File: src/rtl/usb_phy_pkg.sv
// Shared definitions for the USB PHY transmit/receive datapath.
//   tx_stuff_state_t : state encoding of the transmit bit stuffer
//   USB_STUFF_LEN    : run of consecutive 1s that forces a stuffed 0
//   USB_SYNC_BYTE    : SYNC pattern as sent LSB-first by the link layer
package usb_phy_pkg;

  typedef enum logic [1:0] {
    IDLE,
    ACTIVE,
    FLUSH
  } tx_stuff_state_t;

  localparam int unsigned USB_STUFF_LEN = 6;
  localparam logic [7:0] USB_SYNC_BYTE = 8'h80;

endpackage

File: src/rtl/usb_tx_bit_stuffer.sv
// Transmit bit stuffer sitting in front of the NRZI encoder.
// Takes packet bytes over a valid/ready handshake and serialises them LSB-first,
// one bit per bit-time strobe, inserting a 0 after every STUFF_LEN consecutive 1s.
// After the final bit (and any trailing stuff bit) it pulses an EOP request.
//
// Ports:
//   i_clk, i_rst  : clock, synchronous active-high reset
//   i_bit_en      : bit-time strobe
//   i_data/i_last : byte and end-of-packet qualifier, accepted on i_valid && o_ready
//   o_ready       : hold register is free
//   o_bit         : NRZ bit to encoder, qualified by the o_bit_valid pulse
//   o_eop_req     : one-cycle pulse after the final bit of a packet
//   o_underrun    : one-cycle pulse when the next mid-packet byte was missing
//   o_busy        : packet in progress
module usb_tx_bit_stuffer
  import usb_phy_pkg::*;
#(
  parameter int unsigned STUFF_LEN = USB_STUFF_LEN
) (
  input  logic       i_clk,
  input  logic       i_rst,
  input  logic       i_bit_en,
  input  logic [7:0] i_data,
  input  logic       i_last,
  input  logic       i_valid,
  output logic       o_ready,
  output logic       o_bit,
  output logic       o_bit_valid,
  output logic       o_eop_req,
  output logic       o_underrun,
  output logic       o_busy
);

  localparam logic [3:0] StuffLen = 4'(STUFF_LEN);

  tx_stuff_state_t state_q, state_d;

  logic [7:0] hold_data_q, hold_data_d;
  logic       hold_last_q, hold_last_d;
  logic       hold_full_q, hold_full_d;

  logic [7:0] shift_q, shift_d;
  logic       shift_last_q, shift_last_d;
  logic       shift_full_q, shift_full_d;
  logic [2:0] idx_q, idx_d;

  logic [3:0] ones_q, ones_d;

  logic bit_q, bit_d;
  logic bit_valid_q, bit_valid_d;
  logic eop_q, eop_d;
  logic underrun_q, underrun_d;

  logic accept;
  logic stuff_now;

  assign o_ready   = !hold_full_q;
  assign accept    = i_valid && !hold_full_q;
  assign stuff_now = (ones_q == StuffLen);

  always_comb begin
    logic [7:0] src;
    logic       src_last;
    logic [2:0] src_idx;
    logic       data_bit;
    logic       consume;

    state_d      = state_q;
    hold_data_d  = hold_data_q;
    hold_last_d  = hold_last_q;
    hold_full_d  = hold_full_q;
    shift_d      = shift_q;
    shift_last_d = shift_last_q;
    shift_full_d = shift_full_q;
    idx_d        = idx_q;
    ones_d       = ones_q;
    bit_d        = 1'b0;
    bit_valid_d  = 1'b0;
    eop_d        = 1'b0;
    underrun_d   = 1'b0;
    src          = shift_q;
    src_last     = shift_last_q;
    src_idx      = idx_q;
    data_bit     = 1'b0;
    consume      = 1'b0;

    unique case (state_q)
      IDLE: begin
        // A byte parked in hold during FLUSH starts the next packet too.
        if (hold_full_q || accept) begin
          state_d = ACTIVE;
          ones_d  = 4'd0;
        end
      end

      ACTIVE: begin
        if (i_bit_en) begin
          if (stuff_now) begin
            // Stuff slot: bit index does not advance.
            bit_valid_d = 1'b1;
            ones_d      = 4'd0;
          end else if (shift_full_q || hold_full_q) begin
            // With the shift register empty, load from hold and emit its bit 0 now.
            if (!shift_full_q) begin
              src      = hold_data_q;
              src_last = hold_last_q;
              src_idx  = 3'd0;
              consume  = 1'b1;
            end
            data_bit    = src[src_idx];
            bit_d       = data_bit;
            bit_valid_d = 1'b1;
            if (data_bit) begin
              ones_d = (ones_q == 4'hF) ? ones_q : ones_q + 4'd1;
            end else begin
              ones_d = 4'd0;
            end
            if (src_idx == 3'd7) begin
              shift_full_d = 1'b0;
              idx_d        = 3'd0;
              if (src_last) begin
                state_d = FLUSH;
              end else if (hold_full_q) begin
                // Back-to-back: next byte moves in as bit 7 leaves.
                shift_d      = hold_data_q;
                shift_last_d = hold_last_q;
                shift_full_d = 1'b1;
                consume      = 1'b1;
              end
            end else begin
              shift_d      = src;
              shift_last_d = src_last;
              shift_full_d = 1'b1;
              idx_d        = src_idx + 3'd1;
            end
          end else begin
            underrun_d = 1'b1;
            state_d    = IDLE;
          end
        end
      end

      FLUSH: begin
        if (i_bit_en) begin
          if (stuff_now) begin
            bit_valid_d = 1'b1;
            ones_d      = 4'd0;
          end else begin
            eop_d   = 1'b1;
            state_d = IDLE;
          end
        end
      end

      default: state_d = IDLE;
    endcase

    if (consume) begin
      hold_full_d = 1'b0;
    end
    if (accept) begin
      hold_data_d = i_data;
      hold_last_d = i_last;
      hold_full_d = 1'b1;
    end
  end

  always_ff @(posedge i_clk) begin
    if (i_rst) begin
      state_q      <= IDLE;
      hold_data_q  <= 8'h00;
      hold_last_q  <= 1'b0;
      hold_full_q  <= 1'b0;
      shift_q      <= 8'h00;
      shift_last_q <= 1'b0;
      shift_full_q <= 1'b0;
      idx_q        <= 3'd0;
      ones_q       <= 4'd0;
      bit_q        <= 1'b0;
      bit_valid_q  <= 1'b0;
      eop_q        <= 1'b0;
      underrun_q   <= 1'b0;
    end else begin
      state_q      <= state_d;
      hold_data_q  <= hold_data_d;
      hold_last_q  <= hold_last_d;
      hold_full_q  <= hold_full_d;
      shift_q      <= shift_d;
      shift_last_q <= shift_last_d;
      shift_full_q <= shift_full_d;
      idx_q        <= idx_d;
      ones_q       <= ones_d;
      bit_q        <= bit_d;
      bit_valid_q  <= bit_valid_d;
      eop_q        <= eop_d;
      underrun_q   <= underrun_d;
    end
  end

  assign o_bit       = bit_q;
  assign o_bit_valid = bit_valid_q;
  assign o_eop_req   = eop_q;
  assign o_underrun  = underrun_q;
  assign o_busy      = (state_q != IDLE);

endmodule

File: config.mk
export PLATFORM = sky130hd
export DESIGN_NAME = usb_tx_bit_stuffer
export DESIGN_NICKNAME = d
export VERILOG_FILES = /design/src/rtl/usb_phy_pkg.sv /design/src/rtl/usb_tx_bit_stuffer.sv
export SDC_FILE = /design/constraint.sdc
export NUM_CORES = 1
export LEC_CHECK = 0
export BUFFER_PORTS_ARGS = -buffer_cell sky130_fd_sc_hd__buf_2
export CAP_MARGIN = 10
export CORE_MARGIN = 3
export CORE_UTILIZATION = 41
export DETAILED_ROUTE_END_ITERATION = 8
export SLEW_MARGIN = 0
export SYNTH_ARGS = -nofsm -noshare
export SYNTH_HDL_FRONTEND = slang
export SYNTH_SLANG_ARGS = --single-unit
File: constraint.sdc
create_clock -name i_clk -period 2.5 [get_ports i_clk]
set_clock_uncertainty 0.05 [all_clocks]
set_input_delay 0.5 -clock i_clk [delete_from_list [all_inputs] [get_ports i_clk]]
set_output_delay 0.5 -clock i_clk [all_outputs]
set_load 0.005 [all_outputs]
==> flow_summary.json, run 1 <==
{
  "p_per_area_mw_per_mm2": 593,
  "startpoint_type": "flip-flop",
  "fp.dieH_um": 69.1,
  "ys.flop_type": "dfxtp_1",
  "p_clk_frac": 0.355,
  "vias": 1272,
  "rsz0062_at_grt": "false",
  "synthAdderAreaFrac": 0.0690,
  "tightest_slew_ns": 0.730,
  "clock_latency_ns": 0.28,
  "cts-hold-fix-buffers": 0,
  "p_int_mw": 0.796,
  "status": "complete, no violations",
  "drc_errors": 0,
  "fin_ws_ns": 0.417,
  "reg2reg_depth": 8,
  "whs_ns": 0.395,
  "r2r-start": "shift_full_q$_SDFFE_PP0P_",
  "cts_htree_levels": 2,
  "peakVddDrop_uv": 318,
  "synthMuxAreaShare": 0.110,
  "synth_cells": 178,
  "grt_max_degree": 34,
  "area.growth.synth_to_final_pct": 12.7,
  "synth_top_family_by_area": "simple AND/OR/NAND/NOR gates",
  "gp_congestion": 0.860,
  "min_path_type": "in -> reg",
  "post_cts_buffers": 0,
  "synth_top_area_frac": 0.405,
  "power_frac_seq": 0.516,
  "synth_edf_count": 0,
  "yosysWarnings": 0,
  "nets": 219,
  "drt_iter0_drc": 78,
  "start_util": 0.436,
  "setup_viol": 0,
  "die_x_um": 69.1,
  "total_leakage_power_nw": 0.774,
  "p_comb_frac": 0.130,
  "core-area_sq_mm": 0.00374,
  "dp_worst_setup_slack_ns": 0.443,
  "firstDrtPassIters": 4,
  "final-max-slew-violation-count": 0,
  "path_max_fanout": 13,
  "cp-end-kind": "flip-flop",
  "via_per_inst": 5.17,
  "grt_antenna_before_repair": 0,
  "cts_resized": 0,
  "power_switching_mw": 0.295,
  "min_from": "i_data[7]",
  "drive_above_1_share": 0.222,
  "arrival_ns": 2.18,
  "synthSimpleGateAreaFrac": 0.215,
  "io_pins": 19,
  "rows": 22,
  "critPathKind": "reg -> reg",
  "period_share": 0.833,
  "final-hold-violation-count": 0,
  "fin_crit_ns": 2.08,
  "ys_async_sr_fraction": 0,
  "grt_usage": 0.151,
  "diodes": 0,
  "critPathRequiredTime_ns": 2.60,
  "r2r_end": "shift_q[5]$_SDFFE_PP0P_",
  "die-area_sq_mm": 0.00478,
  "fin_setup_tns_ns": 0,
  "netlist_area_sq_mm": 0.00163,
  "grt_pass1_vias": 1300,
  "synth_compound_area_frac": 0.163,
  "routed_wirelength_mm": 3.24,
  "switching_share": 0.270,
  "yosysUniqueCellTypes": 43,
  "avgSynthCellArea_sq_um": 9.17,
  "maxCapViolCount": 0,
  "r2r_setup_slack_ns": 0.42,
  "synth_area_leader_cell": "dfxtp_1",
  "grt_first_pass_wirelength_mm": 5.87,
  "cts_sinks": 33,
  "max_freq_mhz": 480,
  "min_to": "hold_data_q[7]$_SDFFE_PP0P_",
  "io_buffers": 18,
  "min_path_cells": 3,
  "clockRootBuffer": "clkbuf_8",
  "yosysSeqAreaShare": 0.405,
  "synth_xor_area_frac": 0,
  "grt.overflow.total": 0,
  "synthTopCellsByArea": "dfxtp_1 (40%), mux2i_1 (8.0%), ha_1 (6.9%), a21oi_1 (4.9%), nand2_1 (4.8%)",
  "cts_tree": "done",
  "clkTransAtPathRegs_ns": 0.07,
  "drtAntennaViolNets": 0,
  "clockBufferDepth": 2,
  "cts_buffers": 5,
  "synth_seq_cells": 33,
  "hpwlAfterDp_mm": 2.35,
  "relSlewSlack": 0.512,
  "synth_nets": 200,
  "wl_per_cell_um": 13.2
}
logic make-up after synthesis:
group	Yosys count
AOI/OAI and AO/OA	37
adders and majority gates	9
buffers and inverters	15
DFF	33
muxes	17
and+or+nand+nor	67
synthesized netlist by cell type (all sizes together) (2+ instances only):
cell type,number
dfxtp,33
nand2,21
nor2,19
a21oi,16
mux2i,13
ha,9
inv,8
o21ai,8
nand3,5
a211oi,4
and2,4
clkbuf,4
mux2,4
buf,3
nand3b,3
nor3,3
a2111oi,2
and4b,2
nor3b,2
area by class of cell:
class	instances	area, sq um
Clock buffer	6	72.6
Tap cell	48	60.1
Inverter	8	30.0
Sequential cell	33	661
Multi-Input combinational cell	130	910
Fill cell	386	1900
Clock inverter	2	10.0
Timing Repair Buffer	19	97.6
sequential cells by signal, indices dropped and copies added, names as in the netlist:
name          cells
o_eop_req         1
shift_full_q      1
o_bit             1
o_bit_valid       1
shift_q           8
state_q           2
shift_last_q      1
hold_data_q       8
o_underrun        1
hold_last_q       1
ones_q            4
idx_q             3
hold_full_q       1
metrics by stage:
stage / total power [mW] / instance area, sq um / std cells / utilization
2_1_floorplan: 0.676 / 1630 / 178 / -
3_3_place_gp: 0.714 / 1760 / 238 / 0.470
3_5_place_dp: 0.716 / 1760 / 238 / 0.470
4_1_cts: 1.10 / 1840 / 246 / 0.492
5_1_grt: 1.15 / 1840 / 246 / 0.492
6_report: 1.09 / 1840 / 246 / 0.492
per-layer routing:
metal  global-route usage  routed length (um)  vias to the layer above
met3               0.0510                 160                        4
li1                     -                   -                      658
met4               0.0716                  53                        0
met1                0.189                1560                      583
met2                0.233                1470                       27
met5                    0                   0                        -
critical path, stage by stage, from the launching register on:
cell and delay (ns):
dfxtp_1 0.54, and2_2 0.26, ha_1 0.20, ha_1 0.19, nor2_1 0.06, nor3_2 0.16
buf_4 0.22, mux2i_1 0.20, nor2_1 0.06
power by group through the flow:
stage,Sequential (mW),Clock (mW),Combinational [mW]
after floorplan,0.566,0,0.110
after global routing,0.566,0.426,0.162
after detailed placement,0.575,0,0.142
after CTS,0.563,0.399,0.143
after global placement,0.573,0,0.140
final,0.563,0.387,0.141
layout by cell type (no fill, tap or decap), types with 2 or more instances in the layout:
cell type	instances
nand3_1	3
nand3_2	2
and2_2	4
o21ai_1	2
mux2i_1	13
a211oi_1	3
mux2_2	3
and4b_1	2
clkbuf_8	5
dfxtp_1	33
buf_2	18
inv_1	8
o21ai_0	6
a21oi_1	16
nor2_1	19
clkinv_2	2
nand3b_1	3
nor3b_1	2
nor3_1	2
nand2_1	21
ha_1	9
worst max-delay path by stage:
stage	slack, ns	endpoint	from	cells after the start
2_1_floorplan	0.64	shift_q[6]$_SDFFE_PP0P_	shift_full_q$_SDFFE_PP0P_	10
6_report	0.42	shift_q[5]$_SDFFE_PP0P_	shift_full_q$_SDFFE_PP0P_	8
3_5_place_dp	0.44	shift_q[4]$_SDFFE_PP0P_	shift_full_q$_SDFFE_PP0P_	8
4_1_cts	0.43	shift_q[5]$_SDFFE_PP0P_	shift_full_q$_SDFFE_PP0P_	8
3_3_place_gp	0.55	state_q[0]$_SDFFE_PP0P_	shift_full_q$_SDFFE_PP0P_	7
5_1_grt	0.22	shift_q[4]$_SDFFE_PP0P_	shift_full_q$_SDFFE_PP0P_	9
Power figures use the tool's default switching activity.
==> run 2, diff against run 1 <==
Clock period 2.5 ns to 1.9 ns, I/O delays scaled along.
==> flow_summary.json, run 2 (synthesis results as in run 1) <==
{
  "clock_latency_ns": 0.29,
  "grt_pass1_vias": 1336,
  "placedCellCount": 249,
  "mostFrequentLayoutCell": "dfxtp_1",
  "stdcell_count": 265,
  "register_area_sq_um": 668,
  "io_pins": 19,
  "met1_length_mm": 1.70,
  "startpoint_type": "flip-flop",
  "final_cell_mix": "dfxtp_1 (29), nand2_1 (21), nor2_1 (19), buf_2 (18), buf_4 (17)",
  "start_util": 0.436,
  "io_buffers": 18,
  "path_max_fanout": 5,
  "wl_per_cell_um": 13.8,
  "clkTransAtPathRegs_ns": 0.07,
  "grt_max_degree": 16,
  "peakVddDrop_uv": 476,
  "cts-hold-fix-buffers": 0,
  "via_per_inst": 5.12,
  "rows": 22,
  "gp_congestion": 0.847,
  "p_per_area_mw_per_mm2": 831,
  "multi_input_area_sq_um": 983,
  "fin_util": 0.572,
  "grt.overflow.total": 0,
  "min_path_cells": 2,
  "crit_buf_inv": 1,
  "crit_family": "simple AND/OR/NAND/NOR gates",
  "drive_above_1_share": 0.359,
  "maxCapViolCount": 0,
  "drtAntennaViolNets": 0,
  "hpwlAfterDp_mm": 2.52,
  "tightest_slew_ns": 0.479,
  "die-area_sq_mm": 0.00478,
  "final-max-slew-violation-count": 0,
  "reg_top3": "hold_data_q (8), shift_q (8), ones_q (4)",
  "nets": 238,
  "max_stage_delay_ns": 0.32,
  "fin_ws_ns": 0.0293,
  "firstDrtPassIters": 4,
  "top_layer": "met4",
  "cts_sinks": 33,
  "clockBufferDepth": 2,
  "cts_buffers": 5,
  "grt_usage": 0.155,
  "area.growth.synth_to_final_pct": 31.1,
  "critPathKind": "reg -> reg",
  "routed_wirelength_mm": 3.66,
  "relSlewSlack": 0.678,
  "arrival_ns": 2.02,
  "cp_slowest_cell": "dfxtp_2",
  "clockRootBuffer": "clkbuf_8",
  "cp.depth": 7,
  "vias": 1356,
  "core-area_sq_mm": 0.00374,
  "setup_viol": 0,
  "drc_errors": 0,
  "critPathRequiredTime_ns": 2.05,
  "max_freq_mhz": 535,
  "reg2reg_depth": 7,
  "drt_iter0_drc": 100,
  "fin_crit_ns": 1.87,
  "wl_met3_um": 153,
  "cts_htree_levels": 2,
  "final-hold-violation-count": 0,
  "critical_path.cell_chain": "inv_1 -> ha_1 -> nand3b_1 -> nand2_1 -> a211oi_4 -> nand3_2 -> o311ai_2",
  "diodes": 0,
  "status": "complete, no violations",
  "dr_wl_met2_mm": 1.73,
  "cp-end-kind": "flip-flop",
  "min_path_type": "in -> reg",
  "total_leakage_power_nw": 0.895,
  "grt_first_pass_wirelength_mm": 6.03,
  "fp.dieH_um": 69.1,
  "grt_antenna_before_repair": 0,
  "period_share": 0.985,
  "dp_worst_setup_slack_ns": -0.0661,
  "die_x_um": 69.1,
  "nFillCells": 350,
  "cts_tree": "done"
}
-- run 2: cell types whose count changed in the layout (fill, tap and decap cells not counted), moves of 2 or more --
cell       delta
ha_4          +2
bufinv_16     +2
a211oi_2      +2
buf_4        +16
ha_2          +3
dfxtp_2       +3
dfxtp_1       -4
inv_1         -2
ha_1          -5
a211oi_1      -2
inv_2         +2
buf_6         +2
-- run 2: path summary, 6_finish.rpt --
check	slack, ns	to	start
worst max-delay path	0.03	ones_q[3]$_SDFFE_PP0P_	ones_q[0]$_SDFFE_PP0P_
worst min-delay path	0.26	ones_q[2]$_SDFFE_PP0P_	i_rst
worst max register to register	0.03	ones_q[3]$_SDFFE_PP0P_	ones_q[0]$_SDFFE_PP0P_
worst min register to register	0.41	hold_data_q[6]$_SDFFE_PP0P_	hold_data_q[6]$_SDFFE_PP0P_
-- run 2: worst reg2reg max path, cell delays in order, from the launching register on --
cell	delay, ns
dfxtp_2	0.32
inv_1	0.04
ha_1	0.19
nand3b_1	0.21
nand2_1	0.24
a211oi_4	0.32
nand3_2	0.15
o311ai_2	0.26
-- run 2: per-layer routing --
| layer | track usage | up-vias |
|---|---|---|
| li1 | - | 695 |
| met1 | 0.192 | 629 |
| met2 | 0.244 | 25 |
| met3 | 0.0481 | 7 |
| met4 | 0.0716 | 0 |
| met5 | 0 | - |
-- run 2: report_power, final --
part / leakage [nW] / internal [mW] / total, mW / switching, mW
Combinational: 0.557 / 0.116 / 0.247 / 0.132
Clock: 0.0681 / 0.521 / 0.791 / 0.270
Sequential: 0.270 / 0.718 / 0.740 / 0.0219
-- run 2: final cells by class --
class | instances | share of cell area
Clock buffer | 5 | 0.0321
Clock inverter | 3 | 0.0304
Inverter | 8 | 0.0140
Multi-Input combinational cell | 130 | 0.459
Sequential cell | 33 | 0.312
Tap cell | 48 | 0.0281
Timing Repair Buffer | 38 | 0.124
-- run 2: timing repair --
action                     in CTS  in global routing
resized for setup               4                 20
cloned                          0                  1
setup endpoints to repair       1                 14
setup buffers                   0                  7
pin swaps                       0                  2
-- run 2: per-stage QoR --
step	setup TNS [ns]	instance area [sq um]	total power [mW]	hold slack [ns]
floorplan	0	1630	0.889	0.386
global placement	-0.0119	1850	0.958	0.398
detailed placement	-0.0661	1850	0.963	0.400
CTS	0	2000	1.76	0.255
global route	-0.248	2140	1.85	0.265
finish	0	2140	1.78	0.257
